File: src/rtl/hls_seq_pkg.sv
`default_nettype none
// +----------------------------------------------------------------------+
// | hls_seq_pkg                                                          |
// | Shared state encoding and constants for the HLS run sequencer.       |
// | Revision: 1.0                                                        |
// +----------------------------------------------------------------------+
package hls_seq_pkg;

   typedef enum logic [2:0] {
      SEQ_IDLE   = 3'd0,
      SEQ_LOAD   = 3'd1,
      SEQ_START  = 3'd2,
      SEQ_RUN    = 3'd3,
      SEQ_RESULT = 3'd4
   } seq_state_e;

   localparam logic [1:0] SEQ_ST_OK      = 2'b00;
   localparam logic [1:0] SEQ_ST_TIMEOUT = 2'b01;
   localparam logic [6:0] SEQ_BYTE_SIZE  = 7'd8;

endpackage
`default_nettype wire

File: src/rtl/hls_slave_byte_writer.sv
`default_nettype none
// +----------------------------------------------------------------------+
// | hls_slave_byte_writer                                                |
// | Byte-at-a-time preload writer for slave RAM channel 0.               |
// | Revision: 1.0                                                        |
// +----------------------------------------------------------------------+
module hls_slave_byte_writer
   import hls_seq_pkg::*;
#(
   parameter int unsigned ADDR_W = 9
) (
   input  logic              clock,
   input  logic              reset,
   input  logic              init_i,
   input  logic [ADDR_W-1:0] base_i,
   input  logic [ADDR_W-1:0] nbytes_i,
   input  logic              active_i,
   input  logic              ld_valid_i,
   input  logic [7:0]        ld_data_i,
   input  logic              ack_i,
   output logic              ld_ready_o,
   output logic              we_o,
   output logic [ADDR_W-1:0] addr_o,
   output logic [7:0]        data_o,
   output logic [6:0]        size_o,
   output logic              last_ack_o
);

   logic              pending_q;
   logic [ADDR_W-1:0] addr_q;
   logic [ADDR_W-1:0] rem_q;
   logic [7:0]        data_q;
   logic              take;
   logic              acked;

   assign ld_ready_o = active_i & ~pending_q;
   assign take       = ld_valid_i & ld_ready_o;
   // Acks arriving with no write outstanding are dropped here.
   assign acked      = pending_q & ack_i;
   assign last_ack_o = acked & (rem_q == ADDR_W'(1));

   assign we_o   = pending_q;
   assign addr_o = pending_q ? addr_q : '0;
   assign data_o = pending_q ? data_q : '0;
   assign size_o = pending_q ? SEQ_BYTE_SIZE : 7'd0;

   always_ff @(posedge clock or posedge reset) begin
      if (reset) begin
         pending_q <= 1'b0;
         addr_q    <= '0;
         rem_q     <= '0;
         data_q    <= '0;
      end else begin
         if (init_i) begin
            pending_q <= 1'b0;
            addr_q    <= base_i;
            rem_q     <= nbytes_i;
         end else if (take) begin
            pending_q <= 1'b1;
            data_q    <= ld_data_i;
         end else if (acked) begin
            pending_q <= 1'b0;
            addr_q    <= addr_q + ADDR_W'(1);
            rem_q     <= rem_q - ADDR_W'(1);
         end
      end
   end

endmodule
`default_nettype wire

File: src/rtl/hls_run_sequencer.sv
`default_nettype none
// +----------------------------------------------------------------------+
// | hls_run_sequencer                                                    |
// | Sequences one preload/start/measure run of a Bambu HLS accelerator.  |
// | Optional watchdog: define HLS_SEQ_WATCHDOG_EN.                       |
// | Revision: 1.0                                                        |
// +----------------------------------------------------------------------+
module hls_run_sequencer
   import hls_seq_pkg::*;
#(
   parameter int unsigned ADDR_W     = 9,
   parameter int unsigned DATA_W     = 64,
   parameter int unsigned CNT_W      = 32,
   parameter int unsigned MAX_CYCLES = 200000000
) (
   input  logic                  clock,
   input  logic                  reset,
   input  logic                  run_valid,
   output logic                  run_ready,
   input  logic [ADDR_W-1:0]     run_nbytes,
   input  logic [ADDR_W-1:0]     run_base,
   input  logic                  ld_valid,
   output logic                  ld_ready,
   input  logic [7:0]            ld_data,
   output logic                  start_port,
   input  logic                  done_port,
   output logic [1:0]            S_oe_ram,
   output logic [1:0]            S_we_ram,
   output logic [2*ADDR_W-1:0]   S_addr_ram,
   output logic [2*DATA_W-1:0]   S_Wdata_ram,
   output logic [13:0]           S_data_ram_size,
   input  logic [1:0]            Sout_DataRdy,
   output logic                  res_valid,
   input  logic                  res_ready,
   output logic [1:0]            res_status,
   output logic [CNT_W-1:0]      res_cycles
);

   seq_state_e        state_q;
   logic              run_ready_q;
   logic              start_q;
   logic              res_valid_q;
   logic [1:0]        res_status_q;
   logic [CNT_W-1:0]  res_cycles_q;
   logic [CNT_W-1:0]  cnt_q;
   logic [CNT_W-1:0]  cnt_inc;
   logic              accept;
   logic              wr_we;
   logic              wr_last_ack;
   logic [ADDR_W-1:0] wr_addr;
   logic [7:0]        wr_data;
   logic [6:0]        wr_size;
   logic              unused_ok;

   assign accept    = run_valid & run_ready_q;
   assign unused_ok = Sout_DataRdy[1];

`ifdef HLS_SEQ_WATCHDOG_EN
   localparam logic [CNT_W-1:0] C_MAX = CNT_W'(MAX_CYCLES);
   logic limit_hit;
   assign cnt_inc   = cnt_q + CNT_W'(1);
   assign limit_hit = (cnt_inc == C_MAX);
`else
   // Without a watchdog the count pins at all-ones instead of wrapping.
   assign cnt_inc = (&cnt_q) ? cnt_q : cnt_q + CNT_W'(1);
`endif

   hls_slave_byte_writer #(
      .ADDR_W (ADDR_W)
   ) u_writer (
      .clock      (clock),
      .reset      (reset),
      .init_i     (accept),
      .base_i     (run_base),
      .nbytes_i   (run_nbytes),
      .active_i   (state_q == SEQ_LOAD),
      .ld_valid_i (ld_valid),
      .ld_data_i  (ld_data),
      .ack_i      (Sout_DataRdy[0]),
      .ld_ready_o (ld_ready),
      .we_o       (wr_we),
      .addr_o     (wr_addr),
      .data_o     (wr_data),
      .size_o     (wr_size),
      .last_ack_o (wr_last_ack)
   );

   assign run_ready       = run_ready_q;
   assign start_port      = start_q;
   assign res_valid       = res_valid_q;
   assign res_status      = res_status_q;
   assign res_cycles      = res_cycles_q;
   assign S_oe_ram        = 2'b00;
   assign S_we_ram        = {1'b0, wr_we};
   assign S_addr_ram      = {{ADDR_W{1'b0}}, wr_addr};
   assign S_Wdata_ram     = {{(2*DATA_W-8){1'b0}}, wr_data};
   assign S_data_ram_size = {7'd0, wr_size};

   always_ff @(posedge clock or posedge reset) begin
      if (reset) begin
         state_q      <= SEQ_IDLE;
         run_ready_q  <= 1'b1;
         start_q      <= 1'b0;
         res_valid_q  <= 1'b0;
         res_status_q <= SEQ_ST_OK;
         res_cycles_q <= '0;
         cnt_q        <= '0;
      end else begin
         case (state_q)
            SEQ_IDLE: begin
               if (accept) begin
                  run_ready_q <= 1'b0;
                  if (run_nbytes == '0) begin
                     state_q <= SEQ_START;
                     start_q <= 1'b1;
                  end else begin
                     state_q <= SEQ_LOAD;
                  end
               end
            end
            SEQ_LOAD: begin
               if (wr_last_ack) begin
                  state_q <= SEQ_START;
                  start_q <= 1'b1;
               end
            end
            SEQ_START: begin
               // The start cycle itself is count 1.
               start_q <= 1'b0;
               cnt_q   <= CNT_W'(1);
               state_q <= SEQ_RUN;
            end
            SEQ_RUN: begin
               cnt_q <= cnt_inc;
               if (done_port) begin
                  res_cycles_q <= cnt_inc;
                  res_status_q <= SEQ_ST_OK;
                  res_valid_q  <= 1'b1;
                  state_q      <= SEQ_RESULT;
               end
`ifdef HLS_SEQ_WATCHDOG_EN
               else if (limit_hit) begin
                  res_cycles_q <= C_MAX;
                  res_status_q <= SEQ_ST_TIMEOUT;
                  res_valid_q  <= 1'b1;
                  state_q      <= SEQ_RESULT;
               end
`endif
            end
            SEQ_RESULT: begin
               if (res_ready) begin
                  res_valid_q <= 1'b0;
                  run_ready_q <= 1'b1;
                  state_q     <= SEQ_IDLE;
               end
            end
            default: begin
               state_q     <= SEQ_IDLE;
               run_ready_q <= 1'b1;
               start_q     <= 1'b0;
               res_valid_q <= 1'b0;
            end
         endcase
      end
   end

endmodule
`default_nettype wire

File: config.mk
export PLATFORM = sky130hd
export DESIGN_NAME = hls_run_sequencer
export DESIGN_NICKNAME = d
export VERILOG_FILES = /design/src/rtl/hls_seq_pkg.sv /design/src/rtl/hls_slave_byte_writer.sv /design/src/rtl/hls_run_sequencer.sv
export SDC_FILE = /design/constraint.sdc
export NUM_CORES = 1
export LEC_CHECK = 0
export ABC_AREA = 1
export BUFFER_PORTS_ARGS = -buffer_cell sky130_fd_sc_hd__buf_2
export CORE_UTILIZATION = 30
export CTS_BUF_LIST = sky130_fd_sc_hd__clkbuf_4 sky130_fd_sc_hd__clkbuf_8
export DETAILED_ROUTE_END_ITERATION = 16
export PLACE_DENSITY = 0.6
export SLEW_MARGIN = 25
export SYNTH_ARGS = -nofsm -noshare
export SYNTH_HDL_FRONTEND = slang
export SYNTH_HIERARCHICAL = 1
export SYNTH_SLANG_ARGS = --single-unit
File: constraint.sdc
create_clock -name clock -period 5.5 [get_ports clock]
set_input_delay 1.1 -clock clock [delete_from_list [all_inputs] [get_ports clock]]
set_output_delay 1.1 -clock clock [all_outputs]
set_load 0.05 [all_outputs]
==> summary.md <==
| Metric | Value |
|---|---|
| Status | completed |
| Number of gates resized after CTS | 0 |
| Worst path top cell family by delay | simple AND/OR/NAND/NOR gates |
| Combined area of all synthesized cells | 6900 um^2 |
| Count of final max-slew check failures | 0 |
| P_leak | 4.18 nW |
| Setup TNS | 0 ps |
| Most used cells in the layout excluding fill and tap cells | nand2_1, conb_1, dfrtp_1 |
| Filler Cells Inserted | 2477 |
| Share of the synthesized area in the top cell type | 34.8% |
| Number of synthesized flops with an enable pin | 0 |
| Maximum number of pins on one net before global-route repair | 45 |
| Maximum cell stage delay along the critical path | 730 ps |
| Launching element type of the critical path | register |
| List of cells traversed by the critical path | nor2_4, inv_2, nor2_4, inv_2, nor2_4, inv_2, nand2_1, nand2_1 |
| Global-route wire length before repair | 25.7 mm |
| Root Buffer Master | clkbuf_8 |
| CTS Buffer Depth | 2 |
| Die span in x | 154 um |
| Asr flop ratio synth | 100% |
| Fin crit period | 3510 ps |
| Total number of H-tree levels | 3 |
| Hold Vio Cnt, Final | 0 |
| Setup repair after global routing missed its margin | no |
| Largest cells by area after synthesis | dfrtp_1, nand2_1, buf_4 |
| GR Overflow Total | 0 |
| Placeable core region | 22600 um^2 |
| Number of instances in the placed design | 1320 |
| Die area | 23600 um^2 |
| Port Buf Inserts | 87 |
| Total routing resource utilization after global routing | 13.5% |
| Total wire length after detailed routing | 15.5 mm |
| Starting DRC count in detailed routing | 363 |
| Setup Viol. Count Final | 0 |
| DRC violations left | 0 |
| Via-per-instance ratio | 4.20 |
| Yosys warning count | 6 |
| Bufs and invs on worst path | 3 |
| CTS Buf Count | 9 |
| Top Ports | 236 |
| Share of final-layout standard cells stronger than drive strength 1 | 15.7% |
| Type of the setup path with the least slack | reg2reg |
| Transition time of the tightest slew-check pin | 866 ps |
| Final worst clock skew | 16.5 ps |
| Non-filler cells, final | 1336 |
| Data required time at the worst endpoint | 5780 ps |
| Initial antenna violation count | 0 |
| Main flop type after synthesis | dfrtp_1 |
| Unique cell type count in the Yosys netlist | 37 |
| Pwr dens | 375 nW/um^2 |
| CP endpoint kind | register |
| Post-Syn Instances | 976 |
| Rows | 55 |
| CTS tree | yes |
| Register bit count reported by yosys | 97 |
| Number of nets with antenna violations after detailed routing | 0 |
| Final cycle utilization of the critical path | 63.8% |
| Hold WC Path Type | reg2reg |
| Hold slack final | 480 ps |
| Nets | 1084 |
| Leading cell type in the layout, fill and taps excluded | nand2_1 |
| Cts-stage hold buffer count | 0 |
| P&R area growth vs syn | 4.53% |
| Worst-path clk slew | 100 ps |
| Slew Limit Headroom | 42.2% |
| Setup repair bufs after CTS | 0 |
| Data arrival at the endpoint of the critical path | 3780 ps |
| Critical path's slowest cell | nor2_4 |
| Num Clock Sinks | 97 |
| Largest area contributor in the synthesized netlist | dfrtp_1 |
| Highest clock frequency the design can meet | 285 MHz |
| Vias after detailed routing | 5605 |
| Number of max-capacitance violations reported | 0 |
| Clk Latency, worst-skew pair | 380 ps |
| Vias in the first global route | 5006 |
| Die boundary height | 154 um |
| Dpl hpwl | 11.4 mm |
| Sequential element share of the synthesized area | 35.2% |
| Initial standard-cell utilization of the core | 30.6% |
| Mean cell area of the mapped netlist | 7.07 um^2 |
| Placer's final routability congestion estimate | 0.875 |
| TritonRoute pass-1 iters | 5 |
| CP max FO | 34 |
| Number of inserted diodes | 0 |
| Wire length per cell | 11.6 um |
| Worst IR Drop VDD | 0.271 mV |
==> routing by layer <==
layer	GRT usage (%)	wire [um]	vias to the layer above
li1	-	-	2851
met1	17.9	7050	2555
met2	22.4	7390	189
met3	3.27	912	10
met4	2.57	124	0
met5	0	0	-
==> synth_stat cells (3+ instances only) <==
| cell type | instances |
|---|---|
| ha_1 | 4 |
| dfrtp_1 | 96 |
| o21ai_2 | 5 |
| o21ai_0 | 42 |
| nand2_1 | 351 |
| clkbuf_1 | 3 |
| nor3_1 | 3 |
| buf_4 | 152 |
| inv_1 | 94 |
| a21oi_1 | 5 |
| nand4_1 | 5 |
| o21ai_1 | 12 |
| nor2_1 | 77 |
| inv_2 | 4 |
| nand3_2 | 29 |
| buf_2 | 11 |
| nand3_1 | 41 |
| nand2_4 | 5 |
| nand2_2 | 3 |
| nor2_4 | 6 |
| buf_6 | 6 |
==> through the flow <==
stage / power [mW] / utilization, % / area [um^2] / setup slack, ps
2_1_floorplan: 2.01 / - / 7440 / 2630
4_1_cts: 2.73 / 31.9 / 7210 / 1890
3_3_place_gp: 2.12 / 30.8 / 6960 / 1970
6_report: 2.70 / 31.9 / 7210 / 1990
5_1_grt: 2.90 / 31.9 / 7210 / 1610
3_5_place_dp: 2.13 / 30.8 / 6960 / 1920
==> registers in the layout (all words and copies together), names as in the netlist, 3 cells and up <==
register	cells
cnt_q	32
res_cycles	32
state_q	3
u_writer/addr_q	9
u_writer/data_q	8
u_writer/rem_q	9
==> worst register-to-register path: stages (launching register included) <==
cell,delay (ps)
dfrtp_1,460
nor2_4,460
inv_2,310
nor2_4,730
inv_2,120
nor2_4,620
inv_2,480
nand2_1,170
nand2_1,60
==> area by class of cell <==
class                           count  area [um^2]  share of cell area, %
Multi-Input combinational cell    751         3360                   46.6
Sequential cell                    97         2430                   33.7
Timing Repair Buffer               88          443                   6.14
Inverter                           99          375                   5.21
Tap cell                          285          357                   4.95
Clock buffer                       10          138                   1.91
Clock inverter                      6          113                   1.56
==> path summary, 6_finish.rpt <==
| check | to | slack, ps | from | cells after the start |
|---|---|---|---|---|
| setup / recovery | res_cycles[31]$_DFFE_PP0P_ | 1990 | state_q[2]$_DFFE_PP0P_ | 8 |
| hold / removal | res_cycles[11]$_DFFE_PP0P_ | 480 | res_cycles[11]$_DFFE_PP0P_ | 2 |
| setup reg to reg | res_cycles[31]$_DFFE_PP0P_ | 1990 | state_q[2]$_DFFE_PP0P_ | 8 |
| hold reg to reg | res_cycles[11]$_DFFE_PP0P_ | 480 | res_cycles[11]$_DFFE_PP0P_ | 2 |
| max in group asynchronous | cnt_q[6]$_DFFE_PP0P_ | 3790 | reset | 3 |
| min in group asynchronous | u_writer/addr_q[2]$_DFFE_PP0P_ | 790 | reset | 2 |
==> cells by family (layout without fill, tap and decap cells) <==
logic type / count (synthesis) / count (layout) / share of synthesized area (%)
simple gates: 527 / 527 / 34.1
buf+inv: 273 / 203 / 24.0
flops: 97 / 97 / 35.2
compound gates: 72 / 72 / 5.75
fa+ha+maj: 4 / 4 / 0.726
other cells: 2 / 147 / 0.109
xor+xnor: 1 / 1 / 0.127
==> where the power goes <==
group | switching (mW) | total, mW | internal (mW)
registers | 0.138 | 0.978 | 0.840
clock network | 0.273 | 0.589 | 0.316
logic | 0.884 | 1.14 | 0.252
total | 1.29 | 2.70 | 1.41
Note: power is estimated with default switching activity, not from simulation.
